--- src/rtl/uart_rx.sv ---
// ---------------------------------------------------------------------------
// uart_rx
//   Serial-to-parallel UART receiver. Each frame is 1 start bit (0),
//   DATA_BITS data bits sent MSB first, and 1 stop bit (1). The first data
//   bit received lands in rx_data[DATA_BITS-1].
//
// Parameters
//   CLKS_PER_BIT : clk cycles per serial bit (>= 4, even)
//   DATA_BITS    : data bits per frame (>= 2)
//
// Ports
//   clk       in   system clock, all logic on posedge
//   rst_n     in   synchronous active-low reset
//   rx        in   asynchronous serial line, idles high
//   rx_data   out  last good received word, held until the next good frame
//   rx_valid  out  1-cycle pulse when rx_data updates
//   frame_err out  1-cycle pulse when the stop bit samples low
//   busy      out  high whenever the receiver is not idle
// ---------------------------------------------------------------------------
module uart_rx #(
    parameter int CLKS_PER_BIT = 16,
    parameter int DATA_BITS    = 8
) (
    input  logic                 clk,
    input  logic                 rst_n,
    input  logic                 rx,
    output logic [DATA_BITS-1:0] rx_data,
    output logic                 rx_valid,
    output logic                 frame_err,
    output logic                 busy
);

    localparam int CW = $clog2(CLKS_PER_BIT);
    localparam int BW = (DATA_BITS > 1) ? $clog2(DATA_BITS) : 1;

    localparam logic [CW-1:0] CLK_LAST = CW'(CLKS_PER_BIT - 1);
    localparam logic [CW-1:0] CLK_HALF = CW'(CLKS_PER_BIT / 2 - 1);
    localparam logic [BW-1:0] BIT_LAST = BW'(DATA_BITS - 1);

    typedef enum logic [1:0] {
        S_IDLE,
        S_START,
        S_DATA,
        S_STOP
    } state_t;

    // Registers
    state_t                 r_state;
    logic                   r_sync1;
    logic                   r_sync2;
    logic [CW-1:0]          r_clk_cnt;
    logic [BW-1:0]          r_bit_cnt;
    logic [DATA_BITS-1:0]   r_shift;
    logic [DATA_BITS-1:0]   r_rx_data;
    logic                   r_rx_valid;
    logic                   r_frame_err;

    // Next-state values
    state_t                 w_state_nxt;
    logic [CW-1:0]          w_clk_nxt;
    logic [BW-1:0]          w_bit_nxt;
    logic [DATA_BITS-1:0]   w_shift_nxt;
    logic [DATA_BITS-1:0]   w_data_nxt;
    logic                   w_valid_nxt;
    logic                   w_ferr_nxt;
    logic                   w_rx_s;

    // Synchronised line; every decision below uses this, never raw rx.
    assign w_rx_s = r_sync2;

    always_ff @(posedge clk) begin
        if (!rst_n) begin
            r_state     <= S_IDLE;
            r_sync1     <= 1'b1;
            r_sync2     <= 1'b1;
            r_clk_cnt   <= '0;
            r_bit_cnt   <= '0;
            r_shift     <= '0;
            r_rx_data   <= '0;
            r_rx_valid  <= 1'b0;
            r_frame_err <= 1'b0;
        end else begin
            r_sync1     <= rx;
            r_sync2     <= r_sync1;
            r_state     <= w_state_nxt;
            r_clk_cnt   <= w_clk_nxt;
            r_bit_cnt   <= w_bit_nxt;
            r_shift     <= w_shift_nxt;
            r_rx_data   <= w_data_nxt;
            r_rx_valid  <= w_valid_nxt;
            r_frame_err <= w_ferr_nxt;
        end
    end

    always_comb begin
        w_state_nxt = r_state;
        w_clk_nxt   = r_clk_cnt;
        w_bit_nxt   = r_bit_cnt;
        w_shift_nxt = r_shift;
        w_data_nxt  = r_rx_data;
        w_valid_nxt = 1'b0;
        w_ferr_nxt  = 1'b0;

        case (r_state)
            S_IDLE: begin
                w_clk_nxt = '0;
                if (!w_rx_s) begin
                    w_state_nxt = S_START;
                end
            end

            // Re-check the line half a bit in; a high level means a glitch.
            S_START: begin
                if (r_clk_cnt == CLK_HALF) begin
                    w_clk_nxt   = '0;
                    w_bit_nxt   = '0;
                    w_state_nxt = w_rx_s ? S_IDLE : S_DATA;
                end else begin
                    w_clk_nxt = r_clk_cnt + CW'(1);
                end
            end

            // Counter was aligned to mid start bit, so each full period
            // lands on the middle of the next data bit.
            S_DATA: begin
                if (r_clk_cnt == CLK_LAST) begin
                    w_clk_nxt   = '0;
                    w_shift_nxt = {r_shift[DATA_BITS-2:0], w_rx_s};
                    if (r_bit_cnt == BIT_LAST) begin
                        w_state_nxt = S_STOP;
                    end else begin
                        w_bit_nxt = r_bit_cnt + BW'(1);
                    end
                end else begin
                    w_clk_nxt = r_clk_cnt + CW'(1);
                end
            end

            // Decide at mid stop bit; returning to IDLE here lets the next
            // start edge be caught half a bit early.
            S_STOP: begin
                if (r_clk_cnt == CLK_LAST) begin
                    w_clk_nxt   = '0;
                    w_state_nxt = S_IDLE;
                    if (w_rx_s) begin
                        w_data_nxt  = r_shift;
                        w_valid_nxt = 1'b1;
                    end else begin
                        w_ferr_nxt = 1'b1;
                    end
                end else begin
                    w_clk_nxt = r_clk_cnt + CW'(1);
                end
            end

            default: begin
                w_state_nxt = S_IDLE;
                w_clk_nxt   = '0;
            end
        endcase
    end

    assign rx_data   = r_rx_data;
    assign rx_valid  = r_rx_valid;
    assign frame_err = r_frame_err;
    assign busy      = (r_state != S_IDLE);

endmodule

--- config.mk ---
export PLATFORM = sky130hd
export DESIGN_NAME = uart_rx
export DESIGN_NICKNAME = d
export VERILOG_FILES = /design/src/rtl/uart_rx.sv
export SDC_FILE = /design/constraint.sdc
export NUM_CORES = 1
export LEC_CHECK = 0
export BUFFER_PORTS_ARGS = -buffer_cell sky130_fd_sc_hd__buf_2
export CAP_MARGIN = 15
export CELL_PAD_IN_SITES_DETAIL_PLACEMENT = 0
export CELL_PAD_IN_SITES_GLOBAL_PLACEMENT = 1
export CORE_ASPECT_RATIO = 1.4
export CORE_MARGIN = 3
export CORE_UTILIZATION = 35
export CTS_CLUSTER_DIAMETER = 50
export CTS_CLUSTER_SIZE = 14
export DETAILED_ROUTE_END_ITERATION = 10
export PLACE_DENSITY_LB_ADDON = 0.1
export SLEW_MARGIN = 0
export SYNTH_ARGS = -nofsm -noshare
export SYNTH_HDL_FRONTEND = slang
export SYNTH_SLANG_ARGS = --single-unit
--- constraint.sdc ---
create_clock -name clk -period 2.18 [get_ports clk]
set_input_delay 0.327 -clock clk [delete_from_list [all_inputs] [get_ports clk]]
set_output_delay 0.327 -clock clk [all_outputs]
set_load 0.02 [all_outputs]
# Word level (Yosys, flattened, before mapping)
# Index checks and enable logic that the tools add are counted.
# W data, S select, Z words.
# word_totals
reg_bits	29
out_inout_bits	11
# op_classes
eq_ne	12
mux	16
add_sub_neg	2
reduce_logical	9
# op_table
cell	n
$mux W2	6
$ne A2 B2 Y1 const B	6
$pmux W4 S3	1
$mux W3	3
$mux W4	2
$pmux W2 S4	1
$pmux W3 S2	1
$reduce_and A3 Y1	2
$reduce_and A5 Y1	1
$add A4 B1 Y4 const B	1
$eq A2 B2 Y1 const B	2
$eq A4 B3 Y1 const B	1
$eq A4 B4 Y1 const B	1
$reduce_and A4 Y1	1
$reduce_bool A2 Y1	2
$add A3 B1 Y3 const B	1
$eq A3 B3 Y1 const B	1
$eq A2 B1 Y1 const B	1
$logic_not A2 Y1	1
$mux W1	2
$reduce_and A2 Y1	1
$reduce_or A2 Y1	1

# Longest topological paths before layout
# Gate-level depths: netlist of run 1.
# depth
word_depth	4
depth_mapped	6
depth_no_buf	5

# Worst setup path after synthesis of run 1
# Ideal clock, no wire load.
# synth_timing
path_type	register to register
start	register r_bit_cnt[0]
end	register r_bit_cnt[0]
path_stages_with_launch	6
t_arrival_ns	1.248
path_slack_ns	0.860
path_cell_list	dfxtp_1 -> ha_1 -> ha_1 -> and4bb_2 -> o21ai_2 -> mux2i_1
# synth_via
elab_chain_cells	4
elab_cells_between_ends	7
cone_classes	add/sub: 1; eq/ne: 2; mux: 3; reduce/logical: 1
# synth_lines
item	line_no	source
start, declared	52	logic [BW-1:0] r_bit_cnt;
start signal, assigned	87	r_bit_cnt <= w_bit_nxt;
$add A3 B1 Y3	132	w_bit_nxt = r_bit_cnt + BW'(1);
$mux W3	129	if (r_bit_cnt == BIT_LAST) begin
$mux W3	126	if (r_clk_cnt == CLK_LAST) begin
$pmux W3 S2	104	case (r_state)
# Several ways; a longest one is shown, not always the timed one. The select of a mux whose other input is x is not followed.
# A chain may end at the register's enable or synchronous reset.

==> results of run 1 <==
==> critical path, stage by stage, from the launching register on <==
cell,delay [ns]
dfxtp_1,0.44
or2_2,0.37
buf_2,0.17
==> routing by layer <==
metal	vias to the layer above	track usage, %	wire (um)
li1	509	-	-
met3	7	2.93	86
met4	0	6.96	68
met1	461	13.0	1040
met5	-	0	0
met2	14	22.2	1260
==> report_power, final <==
part | switching, W | internal (W)
sequential | 0.00000498 | 0.000533
clock | 0.000197 | 0.000285
combinational | 0.0000143 | 0.00000972
==> area by class of cell <==
| type | instances | area share (%) |
|---|---|---|
| sequential | 29 | 39.4 |
| clock inverter | 1 | 0.340 |
| tap | 40 | 3.40 |
| clock buffer | 7 | 6.54 |
| multi-input combinational | 100 | 45.4 |
| timing repair buffer | 13 | 4.42 |
| inverter | 2 | 0.510 |
==> metrics by stage <==
stage               instances  setup WS (ns)
CTS                       192          0.578
floorplan                 142          0.860
global placement          184          0.665
global route              192          0.504
detailed placement        184          0.608
finish                    192          0.598
==> Yosys cell counts (all sizes together) (2+ instances only) <==
cell type / count / area share [%]
nand4: 2 / 2.1
or2: 2 / 0.94
dfxtp: 29 / 44
ha: 3 / 2.8
o21ai: 9 / 3.7
inv: 2 / 0.56
a21oi: 2 / 0.75
and3: 2 / 0.94
nand3b: 3 / 1.7
nand2b: 2 / 0.94
a21boi: 10 / 5.6
nand2: 23 / 6.5
nor2: 2 / 1.1
mux2i: 13 / 9.8
nor2b: 2 / 0.94
clkbuf: 2 / 0.56
nand3: 13 / 5.3
buf: 9 / 5.3
nor3: 2 / 0.75
==> final timing paths <==
path	slack [ns]	to	depth (start not counted)
max reg2reg	0.62	r_bit_cnt[0]	4
min	0.22	r_sync1	2
min reg2reg	0.41	r_sync2	1
max	0.60	busy	2
==> logic make-up after synthesis <==
group                    count (synthesis)  synth area share [%]
adder cells (fa/ha/maj)                  3                  2.81
AND/OR/NAND/NOR                         58                  24.5
XOR/XNOR                                 1                 0.657
multiplexers                            13                  9.76
flip-flops                              29                  43.5
buffers and inverters                   13                  6.38
AO/OA/AOI/OAI                           25                  12.4
==> state kept, by name, indices dropped and copies added (netlist names), named ones only <==
signal and flops:
frame_err 1, r_bit_cnt 3, r_clk_cnt 4, r_shift 8
r_state 1, r_sync1 1, r_sync2 1, rx_data 8
rx_valid 1
==> impl_metrics.json, run 1 <==
{
  "outcome": "completed",
  "antenna_found_initial": 0,
  "detail_route.wl_per_cell_um": 12.8,
  "grt_overflow": 0,
  "htreeDepth": 2,
  "r2r_start": "r_clk_cnt[0]",
  "cts_tree": "done",
  "design_area_um2": 1470,
  "ys_ff_latch": 29,
  "wirelength_mm": 2.45,
  "numCtsBuffers": 5,
  "path_clk_slew_ns": 0.06,
  "drc": 0,
  "clock_path_buffers": 2,
  "grt_pass1_wl_mm": 4.41,
  "power_w": 0.00104,
  "hold_path_class": "in2reg",
  "grt_usage_pct": 12.4,
  "slew_headroom_pct": 59.7,
  "nNetsFinal": 157,
  "start_util_pct": 38.1,
  "rsz0062_at_grt": "no",
  "vias": 991,
  "maxCapViolCount": 0,
  "yosys_most_used_dff": "dfxtp_1",
  "cp.arrival_ns": 1.25,
  "period_share_pct": 72.6,
  "clk_latency_ns": 0.28,
  "final_cell_mix": "dfxtp_1, nand2_1, mux2i_1, buf_2, nand3_1",
  "hp-start": "rx",
  "post_dp_cell_area_um2": 1370,
  "ios": 14,
  "place_congestion": 0.696,
  "syn-cell-area_um2": 1330,
  "seqCellArea_um2": 581,
  "max_freq_ghz": 0.632,
  "period_needed_ns": 1.58,
  "ys_types": 36,
  "crit_path_start_kind": "register",
  "synthCells": 142,
  "crit_type": "reg2out",
  "drt-initial-drc-count": 25,
  "area_growth_pct": 10.4,
  "ir_drop_v": 0.000377,
  "crit_required_ns": 1.85,
  "grt_pass1_vias": 993,
  "final.setup.tns_ns": 0,
  "post-cts-setup-buffer-count": 0,
  "die_h_um": 79.0,
  "endpoint_kind": "primary output",
  "synth_nets": 148,
  "cts_root_buffer": "clkbuf_8",
  "async_flop_share_pct": 0,
  "hold_viol": 0,
  "antenna_left": 0,
  "clock_skew_ns": 0.00439,
  "diodes": 0,
  "multi_input_area_um2": 668,
  "syn_avg_cell_area_um2": 9.39,
  "grt_start_max_net_pins": 40,
  "fin_util_pct": 42.0,
  "layout_commonest_cell": "dfxtp_1",
  "portBuffers": 13,
  "fp.dieArea_um2": 4600,
  "drt-pass1-iter-count": 5,
  "p_leak_nw": 0.609,
  "num_rows": 25,
  "cts_hold_buffers": 0,
  "cts.repair.resized": 0,
  "synth_edf_count": 0,
  "worst_slew_pin_slew_ns": 0.604,
  "power.density_nw_per_um2": 709,
  "drive_gt1_share_pct": 18.4,
  "ys_warn_count": 0,
  "crit_path_max_fanout": 14,
  "cts.sinks": 29,
  "finalSetupViolCount": 0,
  "ys_seq_area_share_pct": 43.5,
  "fillers": 372,
  "coreArea_um2": 3500,
  "drv_slew": 0,
  "dp_hpwl_mm": 1.72,
  "die_w_um": 58.2,
  "hold_ws_ns": 0.223,
  "viasPerCell": 5.16
}
(Power assumes the default switching activity.)
==> run 2, diff against run 1 <==
==> constraint.sdc (replaced) <==
create_clock -name clk -period 1.4 [get_ports clk]
set_input_delay 0.21 -clock clk [delete_from_list [all_inputs] [get_ports clk]]
set_output_delay 0.21 -clock clk [all_outputs]
set_load 0.02 [all_outputs]
==> run 2 against run 1 <==
Global-route usage up 0.67 points. Sequential share of layout area down 3.3 points. Worst setup slack worse by 0.54 ns. Wire length up 5.8%. Combinational power rose to 2.5 times the previous value. Total power up 50%. Register-to-register slack worse by 0.54 ns. Critical endpoint unchanged. Largest cell class unchanged.
==> impl_metrics.json, run 2 (synthesized netlist as in run 1, its figures left out) <==
{
  "outcome": "completed",
  "wl_met3_um": 87,
  "hold_path_class": "in2reg",
  "cts_tree": "done",
  "p_switching_w": 0.000317,
  "grt_pass1_vias": 1032,
  "viasPerCell": 5.12,
  "dr_wl_met2_mm": 1.36,
  "hold_viol": 0,
  "nNetsFinal": 170,
  "layout_commonest_cell": "dfxtp_1",
  "detail_route.wl_per_cell_um": 12.7,
  "dp_hpwl_mm": 1.78,
  "intPower_w": 0.00125,
  "worst_slew_pin_slew_ns": 0.356,
  "die_h_um": 79.0,
  "maxCapViolCount": 0,
  "crit_path_max_fanout": 5,
  "final.setup.tns_ns": 0,
  "dp_cells": 194,
  "drive_gt1_share_pct": 28.7,
  "cts.sinks": 29,
  "drt-initial-drc-count": 26,
  "drv_slew": 0,
  "hold_path_depth": 2,
  "diodes": 0,
  "cts_hold_buffers": 0,
  "hold_ws_ns": 0.114,
  "rsz0062_at_grt": "no",
  "drt-met1-wl_mm": 1.11,
  "crit_path_start_kind": "register",
  "reg2reg_depth": 5,
  "drc": 0,
  "drt-pass1-iter-count": 5,
  "routed.top_layer": "met4",
  "area_growth_pct": 22.6,
  "fp.dieArea_um2": 4600,
  "portBuffers": 13,
  "htreeDepth": 2,
  "period_needed_ns": 1.34,
  "endpoint_kind": "primary output",
  "fillers": 365,
  "max_freq_ghz": 0.745,
  "final_cell_mix": "dfxtp_1, nand2_1, mux2i_1",
  "cts_root_buffer": "clkbuf_8",
  "clk_latency_ns": 0.27,
  "final_cells": 204,
  "num_rows": 25,
  "antenna_left": 0,
  "p_leak_nw": 0.670,
  "ios": 14,
  "clock_path_buffers": 2,
  "path_clk_slew_ns": 0.06,
  "crit_type": "reg2out",
  "cp.arrival_ns": 1.13,
  "slew_headroom_pct": 76.2,
  "antenna_found_initial": 0,
  "coreArea_um2": 3500,
  "grt_usage_pct": 13.1,
  "switching_share_pct": 20.3,
  "place_congestion": 0.743,
  "numCtsBuffers": 5,
  "post_dp_cell_area_um2": 1460,
  "die_w_um": 58.2,
  "grt_pass1_wl_mm": 4.69,
  "crit_required_ns": 1.19,
  "vias": 1045,
  "design_area_um2": 1640,
  "grt_overflow": 0,
  "period_share_pct": 95.9,
  "multi_input_area_um2": 707,
  "power.density_nw_per_um2": 956,
  "clockPowerShare_pct": 43.0,
  "seqCellArea_um2": 591,
  "grt_start_max_net_pins": 40,
  "ir_drop_v": 0.000520,
  "finalSetupViolCount": 0,
  "start_util_pct": 38.1,
  "p_comb_share_pct": 3.9,
  "wirelength_mm": 2.60,
  "clock_skew_ns": 0.00141,
  "p_seq_share_pct": 53.1
}
-- run 2: cell types whose count changed in the layout (fill, tap and decap cells not counted), sizes merged --
cell	before	now
buf	13	26
clkinv	1	0
-- run 2: timing repair --
action,4_1_cts,5_1_grt
pin swaps,2,3
gates resized for setup,9,7
setup endpoints to repair,12,15
setup buffers,2,1
gates cloned,0,0
-- run 2: layout make-up --
cell class                 instances  share of cell area, %
multi-input combinational        100                   43.2
inverter                           2                  0.459
sequential                        29                   36.1
clock buffer                       7                   5.28
tap                               40                   3.06
timing repair buffer              26                   11.9
-- run 2: routing by layer --
| metal | GRT usage (%) | vias up |
|---|---|---|
| met5 | 0 | - |
| met4 | 5.57 | 0 |
| met3 | 4.39 | 5 |
| met2 | 22.2 | 16 |
| met1 | 14.8 | 489 |
| li1 | - | 535 |
-- run 2: stage by stage --
step	power, W	utilization, %	worst slack, ns
6_report	0.00156	46.7	0.0577
5_1_grt	0.00165	46.7	0.00435
4_1_cts	0.00159	45.6	0.00900
3_5_place_dp	0.000907	41.6	-0.0505
3_3_place_gp	0.000906	41.6	-0.0208
2_1_floorplan	0.000887	-	0.0804
-- run 2: final timing paths --
| kind | startpoint | to | slack (ns) |
|---|---|---|---|
| max | r_state[0] | busy | 0.06 |
| min | rx | r_sync1 | 0.11 |
| max reg2reg | r_bit_cnt[0] | r_bit_cnt[0] | 0.08 |
| min reg2reg | r_sync1 | r_sync2 | 0.40 |
-- run 2: worst max-delay path: stages (launching register included) --
cell	delay, ns
dfxtp_4	0.35
buf_4	0.15
or2_4	0.24
buf_6	0.13
-- run 2: power groups by stage --
| stage | sequential [W] | combinational [W] | clock, W |
|---|---|---|---|
| 2_1_floorplan | 0.000851 | 0.0000358 | 0 |
| 3_3_place_gp | 0.000853 | 0.0000524 | 0 |
| 3_5_place_dp | 0.000854 | 0.0000531 | 0 |
| 4_1_cts | 0.000832 | 0.0000615 | 0.000700 |
| 5_1_grt | 0.000831 | 0.0000663 | 0.000749 |
| 6_report | 0.000831 | 0.0000606 | 0.000672 |
